`src/rtl/adam_pause_sequencer.sv`:
```
// rtl/adam_pause_sequencer.sv - ordered 4-phase pause/resume fan-out across NO_TGTS targets
module adam_pause_sequencer #(
  parameter int NO_TGTS   = 8,
  parameter int TIMEOUT   = 1024,
  parameter int CNT_WIDTH = (TIMEOUT > 0) ? $clog2(TIMEOUT + 1) : 1,
  parameter int IDX_WIDTH = (NO_TGTS > 1) ? $clog2(NO_TGTS) : 1
) (
  input  logic                 clk,
  input  logic                 rst,
  input  logic                 pause_req,
  output logic                 pause_ack,
  output logic [NO_TGTS-1:0]   tgt_pause_req,
  input  logic [NO_TGTS-1:0]   tgt_pause_ack,
  output logic                 busy,
  output logic                 timeout_err,
  output logic [IDX_WIDTH-1:0] err_idx
);

  localparam logic [1:0] ST_RUNNING  = 2'd0;
  localparam logic [1:0] ST_PAUSING  = 2'd1;
  localparam logic [1:0] ST_PAUSED   = 2'd2;
  localparam logic [1:0] ST_RESUMING = 2'd3;

  localparam logic [IDX_WIDTH-1:0] IDX_LAST = IDX_WIDTH'(NO_TGTS - 1);
  localparam logic [CNT_WIDTH-1:0] CNT_MAX  = CNT_WIDTH'(TIMEOUT);

  logic [1:0]           state_q, state_n;
  logic [IDX_WIDTH-1:0] idx_q, idx_n;
  logic [CNT_WIDTH-1:0] cnt_q, cnt_n;
  logic [NO_TGTS-1:0]   req_q, req_n;
  logic                 ack_q, ack_n;
  logic                 busy_q;
  logic                 err_q, err_n;
  logic [IDX_WIDTH-1:0] err_idx_q, err_idx_n;
  logic                 ack_hit;
  logic                 wait_cycle;

  // Next-state logic: walk idx up while pausing, down while resuming; a target's
  // req only ever changes after its previous transition has been acknowledged.
  always_comb begin
    state_n    = state_q;
    idx_n      = idx_q;
    cnt_n      = cnt_q;
    req_n      = req_q;
    ack_n      = ack_q;
    err_n      = err_q;
    err_idx_n  = err_idx_q;
    wait_cycle = 1'b0;
    // Pausing waits for ack high, resuming waits for ack low.
    ack_hit    = (tgt_pause_ack[idx_q] == (state_q == ST_PAUSING));

    case (state_q)
      ST_RUNNING: begin
        if (pause_req) begin
          state_n  = ST_PAUSING;
          idx_n    = '0;
          cnt_n    = '0;
          req_n[0] = 1'b1;
        end
      end
      ST_PAUSING: begin
        if (ack_hit) begin
          cnt_n = '0;
          if (!pause_req) begin
            // Abort: unwind from the target that just acked.
            state_n      = ST_RESUMING;
            req_n[idx_q] = 1'b0;
          end else if (idx_q == IDX_LAST) begin
            state_n = ST_PAUSED;
            ack_n   = 1'b1;
          end else begin
            idx_n        = idx_q + IDX_WIDTH'(1);
            req_n[idx_n] = 1'b1;
          end
        end else begin
          wait_cycle = 1'b1;
        end
      end
      ST_PAUSED: begin
        if (!pause_req) begin
          state_n         = ST_RESUMING;
          idx_n           = IDX_LAST;
          cnt_n           = '0;
          req_n[IDX_LAST] = 1'b0;
        end
      end
      default: begin
        if (ack_hit) begin
          cnt_n = '0;
          if (pause_req) begin
            // Re-pause: the deassert has completed, so re-request this target.
            state_n      = ST_PAUSING;
            req_n[idx_q] = 1'b1;
          end else if (idx_q != '0) begin
            idx_n        = idx_q - IDX_WIDTH'(1);
            req_n[idx_n] = 1'b0;
          end else begin
            state_n = ST_RUNNING;
            ack_n   = 1'b0;
          end
        end else begin
          wait_cycle = 1'b1;
        end
      end
    endcase

    // Watchdog on the current target: flag once, keep waiting, remember the first culprit.
    if ((TIMEOUT != 0) && wait_cycle && (cnt_q != CNT_MAX)) begin
      cnt_n = cnt_q + CNT_WIDTH'(1);
      if (cnt_n == CNT_MAX) begin
        err_n = 1'b1;
        if (!err_q) begin
          err_idx_n = idx_q;
        end
      end
    end
  end

  // State and registered outputs; reset drops every target request on the next edge.
  always_ff @(posedge clk) begin
    if (rst) begin
      state_q   <= ST_RUNNING;
      idx_q     <= '0;
      cnt_q     <= '0;
      req_q     <= '0;
      ack_q     <= 1'b0;
      busy_q    <= 1'b0;
      err_q     <= 1'b0;
      err_idx_q <= '0;
    end else begin
      state_q   <= state_n;
      idx_q     <= idx_n;
      cnt_q     <= cnt_n;
      req_q     <= req_n;
      ack_q     <= ack_n;
      busy_q    <= (state_n == ST_PAUSING) || (state_n == ST_RESUMING);
      err_q     <= err_n;
      err_idx_q <= err_idx_n;
    end
  end

  assign pause_ack     = ack_q;
  assign tgt_pause_req = req_q;
  assign busy          = busy_q;
  assign timeout_err   = err_q;
  assign err_idx       = err_idx_q;

endmodule
```
`config.mk`:
```
export PLATFORM = sky130hd
export DESIGN_NAME = adam_pause_sequencer
export DESIGN_NICKNAME = d
export VERILOG_FILES = /design/src/rtl/adam_pause_sequencer.sv
export SDC_FILE = /design/constraint.sdc
export NUM_CORES = 1
export LEC_CHECK = 0
export ABC_AREA = 1
export CAP_MARGIN = 20
export CORE_MARGIN = 10
export CORE_UTILIZATION = 63
export CTS_BUF_LIST = sky130_fd_sc_hd__clkbuf_2
export DETAILED_ROUTE_END_ITERATION = 16
export GPL_ROUTABILITY_DRIVEN = 1
export PLACE_DENSITY = 0.95
export RECOVER_POWER = 100
export SYNTH_ARGS = -nofsm -noshare
export SYNTH_HDL_FRONTEND = slang
export SYNTH_SLANG_ARGS = --single-unit
```
`constraint.sdc`:
```
create_clock -name clk -period 3.7 [get_ports clk]
set_clock_uncertainty 0.05 [all_clocks]
set_input_delay 0.74 -clock clk [delete_from_list [all_inputs] [get_ports clk]]
set_output_delay 0.74 -clock clk [all_outputs]
set_load 0.01 [all_outputs]
```
==> qor.yml, run 1 <==
route:
  drtAntennaViolNets: 0
  drt-initial-drc-count: 472
  drc: 0
  drt_wl_total_um: 6080
  via_count: 2538
  wl_per_cell_um: 14.2
  dr.pass1.iters: 5
  vias_per_cell: 5.94
clocking:
  cts_max_path_buffers: 2
  clkSinkCount: 29
  worst_skew_pair.late_latency_ps: 410
  h-tree-depth: 2
  cts_buffers: 5
  cts_setup_buffers: 0
  cts_tree: "built"
  cts-root-buf: "clkbuf_2"
  ctsHoldBuffers: 0
  ctsResizeCount: 0
  path_clk_slew_ps: 200
timing:
  report.final.slew_viol_count: 0
  setup-tns-final_ps: 0
  max_slew_margin_pct: 55.4
  period_minus_slack_ps: 3210
  finalSetupViolCount: 0
  worst-slew-pin-transition_ps: 666
  period_share_pct: 86.7
  rsz0062_at_grt: "false"
  final_hold_viol_count: 0
  fmax_ghz: 0.312
setup_path:
  critical_path_peak_fanout: 12
  crit_family: "compound AO/OA/AOI/OAI gates"
  endpoint_kind: "register"
  cp_cell_sequence: "inv_1 > nand3_1 > inv_1 > a221oi_1 > o2111ai_1 > inv_1 > ha_1 > o211ai_1 > nand2_1 > o22ai_1 > inv_1 > nor2_1"
  critical_path_arrival_ps: 3520
  cpMaxStageDelayCell: "dfxtp_1"
  r2r-start: "idx_q[2]$_SDFFE_PP0P_"
  slowest_delay_ps: 660
  required_ps: 4020
  path_buf_inv: 4
  start_kind: "register"
  cpMostUsedCell: "inv_1"
  path_class: "reg -> reg"
  startpoint: "idx_q[2]$_SDFFE_PP0P_"
die:
  dieArea_um2: 6460
  fp.coreArea_um2: 3440
  die_h_um: 80.4
  die_w_um: 80.4
  initial_utilization_pct: 66.8
  io_pins: 25
  num_rows: 21
pwr:
  leakage_nw: 1.07
  peakVddDrop_mv: 0.321
  finalPower_mw: 1.47
  cellPowerDensity_nw_per_um2: 567
yosys:
  synth_warnings: 0
  synth.distinct_cells: 40
  synth_seq_area_share_pct: 25.3
  synth_top_area_share_pct: 25.3
  syn_inst: 361
  ys.flop_type: "dfxtp_1"
  synthArstFlopShare_pct: 0
  synthTopCellsByArea: "dfxtp_1 25%, nand2_1 10%, a21oi_1 7.6%"
  syn_nets: 383
  synth_seq_cells: 29
  synth_edf_count: 0
  yosysTopAreaCell: "dfxtp_1"
  syn_avg_cell_area_um2: 6.37
  synthesis.area_um2: 2300
place:
  gp_congestion: 0.985
  hpwl_um: 4370
  io_buffers: 24
  dpl_cell_area_um2: 2550
final_layout:
  num_antenna_cells: 0
  design_area_um2: 2600
  drive_above_1_share_pct: 8.66
  layout.nets: 402
  area_delta_synth_final_pct: 13.1
  fill_cells: 272
worst_hold_path:
  min_from: "pause_ack$_SDFFE_PP0P_"
  hold_class: "reg -> reg"
global_route:
  overflow: 0
  track_usage_pct: 19.6
  antenna_found_initial: 0
  grt_pass1_wl_um: 10600
  first_global_vias: 2384
  grt_start_max_net_pins: 19
flow_run:
  drv_cap: 0
outcome:
  status: "completed"
## power by group
group	total (mW)	switching (mW)	internal, mW
clock	0.257	0.142	0.115
sequential	0.405	0.0559	0.349
combinational	0.812	0.555	0.257
total	1.47	0.753	0.721
## final cells by class
type                            instances  area (µm²)  area share [%]
Timing Repair Buffer                   27         263            10.1
Multi-Input combinational cell        264        1430            55.0
Tap cell                               46        57.6            2.21
Clock buffer                            5        25.0           0.962
Clock inverter                          3        46.3            1.78
Sequential cell                        29         581            22.3
Inverter                               53         199            7.65
## registers in the layout, indices dropped and copies added (netlist names), named ones only
name / flops
cnt_q: 11
tgt_pause_req: 8
err_idx: 3
idx_q: 3
pause_ack: 1
timeout_err: 1
## cells in the mapped netlist (8+ instances only)
master     n
inv_1     43
nor3_1    12
nor2_1    32
ha_1      11
inv_2      8
o21ai_1   11
clkbuf_1   9
dfxtp_1   29
nand4_1   10
nand2_1   64
nand3_1   28
a21oi_1   35
o21ai_0   17
## routing by layer
metal	wire length, µm	vias to the layer above	GRT usage (%)
li1	-	1241	-
met2	2640	156	29.5
met3	683	27	5.35
met1	2600	1114	25.3
met4	155	0	9.15
met5	0	-	0
## per-stage QoR
stage | hold WS [ps] | setup slack (ps) | utilization [%] | instances
2_1_floorplan | 433 | 1130 | - | 361
3_3_place_gp | 395 | 464 | 74.1 | 419
3_5_place_dp | 407 | 445 | 74.1 | 419
4_1_cts | 432 | 771 | 76.2 | 427
5_1_grt | 438 | 253 | 75.5 | 427
6_report | 425 | 492 | 75.5 | 427
## cells in the final DEF, fill, tap and decap left out, drive strengths merged
master	count
nor2	39
nand4	10
clkinv	3
dfxtp	29
clkbuf	5
and2	1
inv	51
o22ai	3
a41oi	1
buf	3
nand2	68
o21bai	1
nor3	12
clkdlybuf4s50	10
o221ai	1
ha	11
nand3	33
nor4	2
o311ai	1
xor2	2
a211oi	2
o21ai	29
a21oi	35
o21a	5
bufinv	1
o2111ai	1
o211ai	4
a22oi	1
clkinvlp	1
dlygate4sd3	14
a221oi	1
or2	1
## tightest hold or removal path, cell delays in order (launching register included)
cell	delay [ps]
dfxtp_1	350
nand2_1	60
a21oi_1	50
## logic make-up after synthesis
kind of cell | synth area share [%]
AOI/OAI and AO/OA | 21.3
adders and majority gates | 5.99
DFF | 25.3
and+or+nand+nor | 34.7
buffers and inverters | 11.6
xor gates and xnor gates | 1.09
## worst paths after layout
check | endpoint | slack, ps | cells past startpoint
max | cnt_q[7]$_SDFFE_PP0P_ | 490 | 12
min | pause_ack$_SDFFE_PP0P_ | 430 | 2
max reg2reg | cnt_q[7]$_SDFFE_PP0P_ | 490 | 12
min reg2reg | pause_ack$_SDFFE_PP0P_ | 430 | 2
No activity file was read; power rests on OpenSTA's default activity.
==> run 2, diff against run 1 <==
--- a/config.mk
+++ b/config.mk
@@ -5,10 +5,11 @@
 export SDC_FILE = /design/constraint.sdc
 export NUM_CORES = 1
 export LEC_CHECK = 0
-export ABC_AREA = 1
 export CAP_MARGIN = 20
+export CELL_PAD_IN_SITES_DETAIL_PLACEMENT = 0
+export CELL_PAD_IN_SITES_GLOBAL_PLACEMENT = 1
 export CORE_MARGIN = 10
-export CORE_UTILIZATION = 63
+export CORE_UTILIZATION = 46
 export CTS_BUF_LIST = sky130_fd_sc_hd__clkbuf_2
 export DETAILED_ROUTE_END_ITERATION = 16
 export GPL_ROUTABILITY_DRIVEN = 1
==> run 2 against run 1 <==
  * Count of clock-buffer cells in the layout unchanged
  * Non-clock buffer count up 6
  * Total power up 0.44%
  * Core utilization down 20 points
  * Die area up 17%
  * Synthesized cell count down 25%
  * Clock power up 20%
  * Wire length down 8.5%
  * First-iteration DRC count down 67%
==> qor.yml, run 2 <==
clocking:
  h-tree-depth: 2  # unchanged
  path_clk_slew_ps: 170  # -30 ps
  ctsResizeCount: 0  # unchanged
  ctsHoldBuffers: 0  # unchanged
  cts-root-buf: "clkbuf_2"
  cts_setup_buffers: 0  # unchanged
  cts_max_path_buffers: 2  # unchanged
  cts_tree: "built"
  clkSinkCount: 29  # unchanged
  cts_buffers: 5  # unchanged
  worst_skew_pair.late_latency_ps: 390  # -20 ps
timing:
  worst-slew-pin-transition_ps: 765  # +99.3 ps
  finalSetupViolCount: 0  # unchanged
  period_minus_slack_ps: 3220  # +10.2 ps
  period_share_pct: 87.0  # +0.28 points
  max_slew_margin_pct: 48.9  # -6.5 points
  final_hold_viol_count: 0  # unchanged
  report.final.slew_viol_count: 0  # unchanged
  rsz0062_at_grt: "false"
  setup_ws_ps: 482  # -10.2 ps
  setup-tns-final_ps: 0  # unchanged
  fmax_ghz: 0.311  # -0.32%
pwr:
  peakVddDrop_mv: 0.381  # +19%
  cellPowerDensity_nw_per_um2: 608  # +7.1%
  leakage_nw: 0.933  # -13%
  finalPower_mw: 1.48  # +0.44%
global_route:
  use_met2_pct: 24.1  # -5.5 points
  grt_start_max_net_pins: 23  # +4
  gr-max-usage-layer: "met2"
  antenna_found_initial: 0  # unchanged
  grtUsageMet3_pct: 4.96  # -0.38 points
  met1_usage_pct: 18.9  # -6.4 points
  overflow: 0  # unchanged
  track_usage_pct: 15.3  # -4.3 points
  grt_pass1_wl_um: 9650  # -8.7%
  first_global_vias: 2011  # -16%
final_layout:
  final_util_pct: 56.0  # -20 points
  area_delta_synth_final_pct: 17.9
  regMostFlops: "cnt_q"
  layout_common_cells: "29 x nor2_1, 29 x nand2_1, 29 x dfxtp_1"
  multi_input_area_um2: 1360  # -4.6%
  fill_cells: 402  # +48%
  largest_reg_flops: 11  # unchanged
  drive_above_1_share_pct: 8.56  # -0.10 points
  layout.nets: 313  # -22%
  num_antenna_cells: 0  # unchanged
  regArea_um2: 581  # unchanged
place:
  hpwl_um: 3990  # -8.7%
  gp_congestion: 0.900  # -8.7%
  io_buffers: 24  # unchanged
  dp_worst_setup_slack_ps: 186  # -259 ps
route:
  dr.pass1.iters: 4  # -1
  vias_per_cell: 6.08  # +2.2%
  drt_wl_total_um: 5560  # -8.5%
  drtAntennaViolNets: 0  # unchanged
  drt-initial-drc-count: 155  # -67%
  via_count: 2090  # -18%
  wl_per_cell_um: 16.2  # +14%
  drc: 0  # unchanged
yosys:
  synth_seq_cells: 29  # unchanged
  synth_top_area_share_pct: 28.1  # +2.8 points
  syn_nets: 292  # -24%
  ys.flop_type: "dfxtp_1"
  synthTopCellsByArea: "dfxtp_1 28%, ha_1 6.7%, a21oi_1 5.3%"
  synth_warnings: 0  # unchanged
  syn_avg_cell_area_um2: 7.66  # +20%
  synth.distinct_cells: 53  # +33%
  synth_edf_count: 0  # unchanged
  synthesis.area_um2: 2070  # -10%
  syn_inst: 270  # -25%
  yosys-top-cells-count: "29 x dfxtp_1, 29 x nand2_1, 29 x nor2_1"
  synth_seq_area_share_pct: 28.1  # +2.8 points
  synthArstFlopShare_pct: 0  # unchanged
  yosysTopAreaCell: "dfxtp_1"
setup_path:
  critical_path_peak_fanout: 10  # -2
  rr_worst_depth: 7  # -5
  r2r-start: "idx_q[1]$_SDFFE_PP0P_"
  required_ps: 3940  # -80 ps
  r2r_setup_slack_ps: 740  # +250 ps
  start_kind: "primary input"
  startpoint: "tgt_pause_ack[7]"
  critical_path_arrival_ps: 3460  # -60 ps
  endpoint_kind: "register"
  reg2reg_to: "cnt_q[8]$_SDFFE_PP0P_"
  path_class: "in -> reg"
outcome:
  status: "completed"
flow_run:
  drv_cap: 0  # unchanged
worst_hold_path:
  holdPathStages: 2  # unchanged
  min_from: "tgt_pause_req[3]$_SDFFE_PP0P_"
  hold_class: "reg -> reg"
  min_to: "tgt_pause_req[3]$_SDFFE_PP0P_"
die:
  io_pins: 25  # unchanged
  dieArea_um2: 7580  # +17%
  fp.coreArea_um2: 4350  # +26%
  die_h_um: 87.0  # +8.3%
  initial_utilization_pct: 47.5  # -19 points
  die_w_um: 87.0  # +8.3%
  num_rows: 24  # +14%
run 2: cell count changes after synthesis, moves of 6 or more:
cell / delta
clkbuf_1: +8
mux2i_1: +7
nand2b_1: +7
nor3_1: -8
nor2b_1: +6
nand2_1: -35
nand3_1: -23
a31oi_1: +10
inv_2: -7
o21ai_1: -11
nand4_1: -8
a21oi_1: -13
inv_1: -34
run 2: power by group:
part	switching, mW	total, mW	internal [mW]
Combinational	0.489	0.805	0.316
Sequential	0.0263	0.367	0.340
Clock	0.128	0.309	0.181
run 2: worst max path at each step:
stage / endpoint / slack [ps] / depth (start not counted)
global placement: err_idx[1]$_SDFFE_PP0P_ / 290 / 9
floorplan: idx_q[2]$_SDFFE_PP0P_ / 510 / 11
detailed placement: err_idx[2]$_SDFFE_PP0P_ / 190 / 9
finish: cnt_q[8]$_SDFFE_PP0P_ / 480 / 8
global route: cnt_q[8]$_SDFFE_PP0P_ / 360 / 8
CTS: err_idx[2]$_SDFFE_PP0P_ / 620 / 9
run 2: final cells by class:
class | instances | area share [%]
multi-input cells | 211 | 56.0
inverters | 11 | 1.69
well taps | 52 | 2.67
repair buffers | 33 | 12.2
clock buffers | 5 | 1.03
clock inverters | 3 | 2.67
flip-flops and latches | 29 | 23.8
run 2: per-stage QoR:
stage                     instances  hold slack (ps)  instance area [µm²]
after CTS                       344              438                 2460
after global placement          336              407                 2370
after floorplan                 270              413                 2070
final                           344              431                 2440
after global routing            344              472                 2440
after detailed placement        336              417                 2370
run 2: metal layers:
layer | vias to the layer above | share of wire, %
met5 | - | 0
met4 | 0 | 2.7
met3 | 16 | 8.8
met2 | 88 | 44
met1 | 940 | 44
li1 | 1046 | -
run 2: cell families (layout without fill, tap and decap cells):
logic type	count (synthesis)	after routing	share of synthesized area, %
fa+ha+maj	11	11	6.66
flops	29	29	28.1
compound gates	87	87	28.5
buf+inv	30	52	5.45
mux	10	10	6.11
xor+xnor	2	2	0.848
simple gates	101	101	24.3
run 2: critical path, stage by stage:
cell and delay (ps):
clkdlybuf4s50_1 400, mux4_2 470, mux2i_1 230, ha_1 320
clkbuf_1 220, o311ai_2 740, inv_2 70, a311oi_1 270
==> run 3, diff against run 2 <==
--- a/config.mk
+++ b/config.mk
@@ -11,6 +11,7 @@
 export CORE_MARGIN = 10
 export CORE_UTILIZATION = 46
 export CTS_BUF_LIST = sky130_fd_sc_hd__clkbuf_2
+export CTS_CLUSTER_SIZE = 14
 export DETAILED_ROUTE_END_ITERATION = 16
 export GPL_ROUTABILITY_DRIVEN = 1
 export PLACE_DENSITY = 0.95
==> results of run 3 <==
Same layout as run 2: the final DEF is identical, and so are final timing and power.
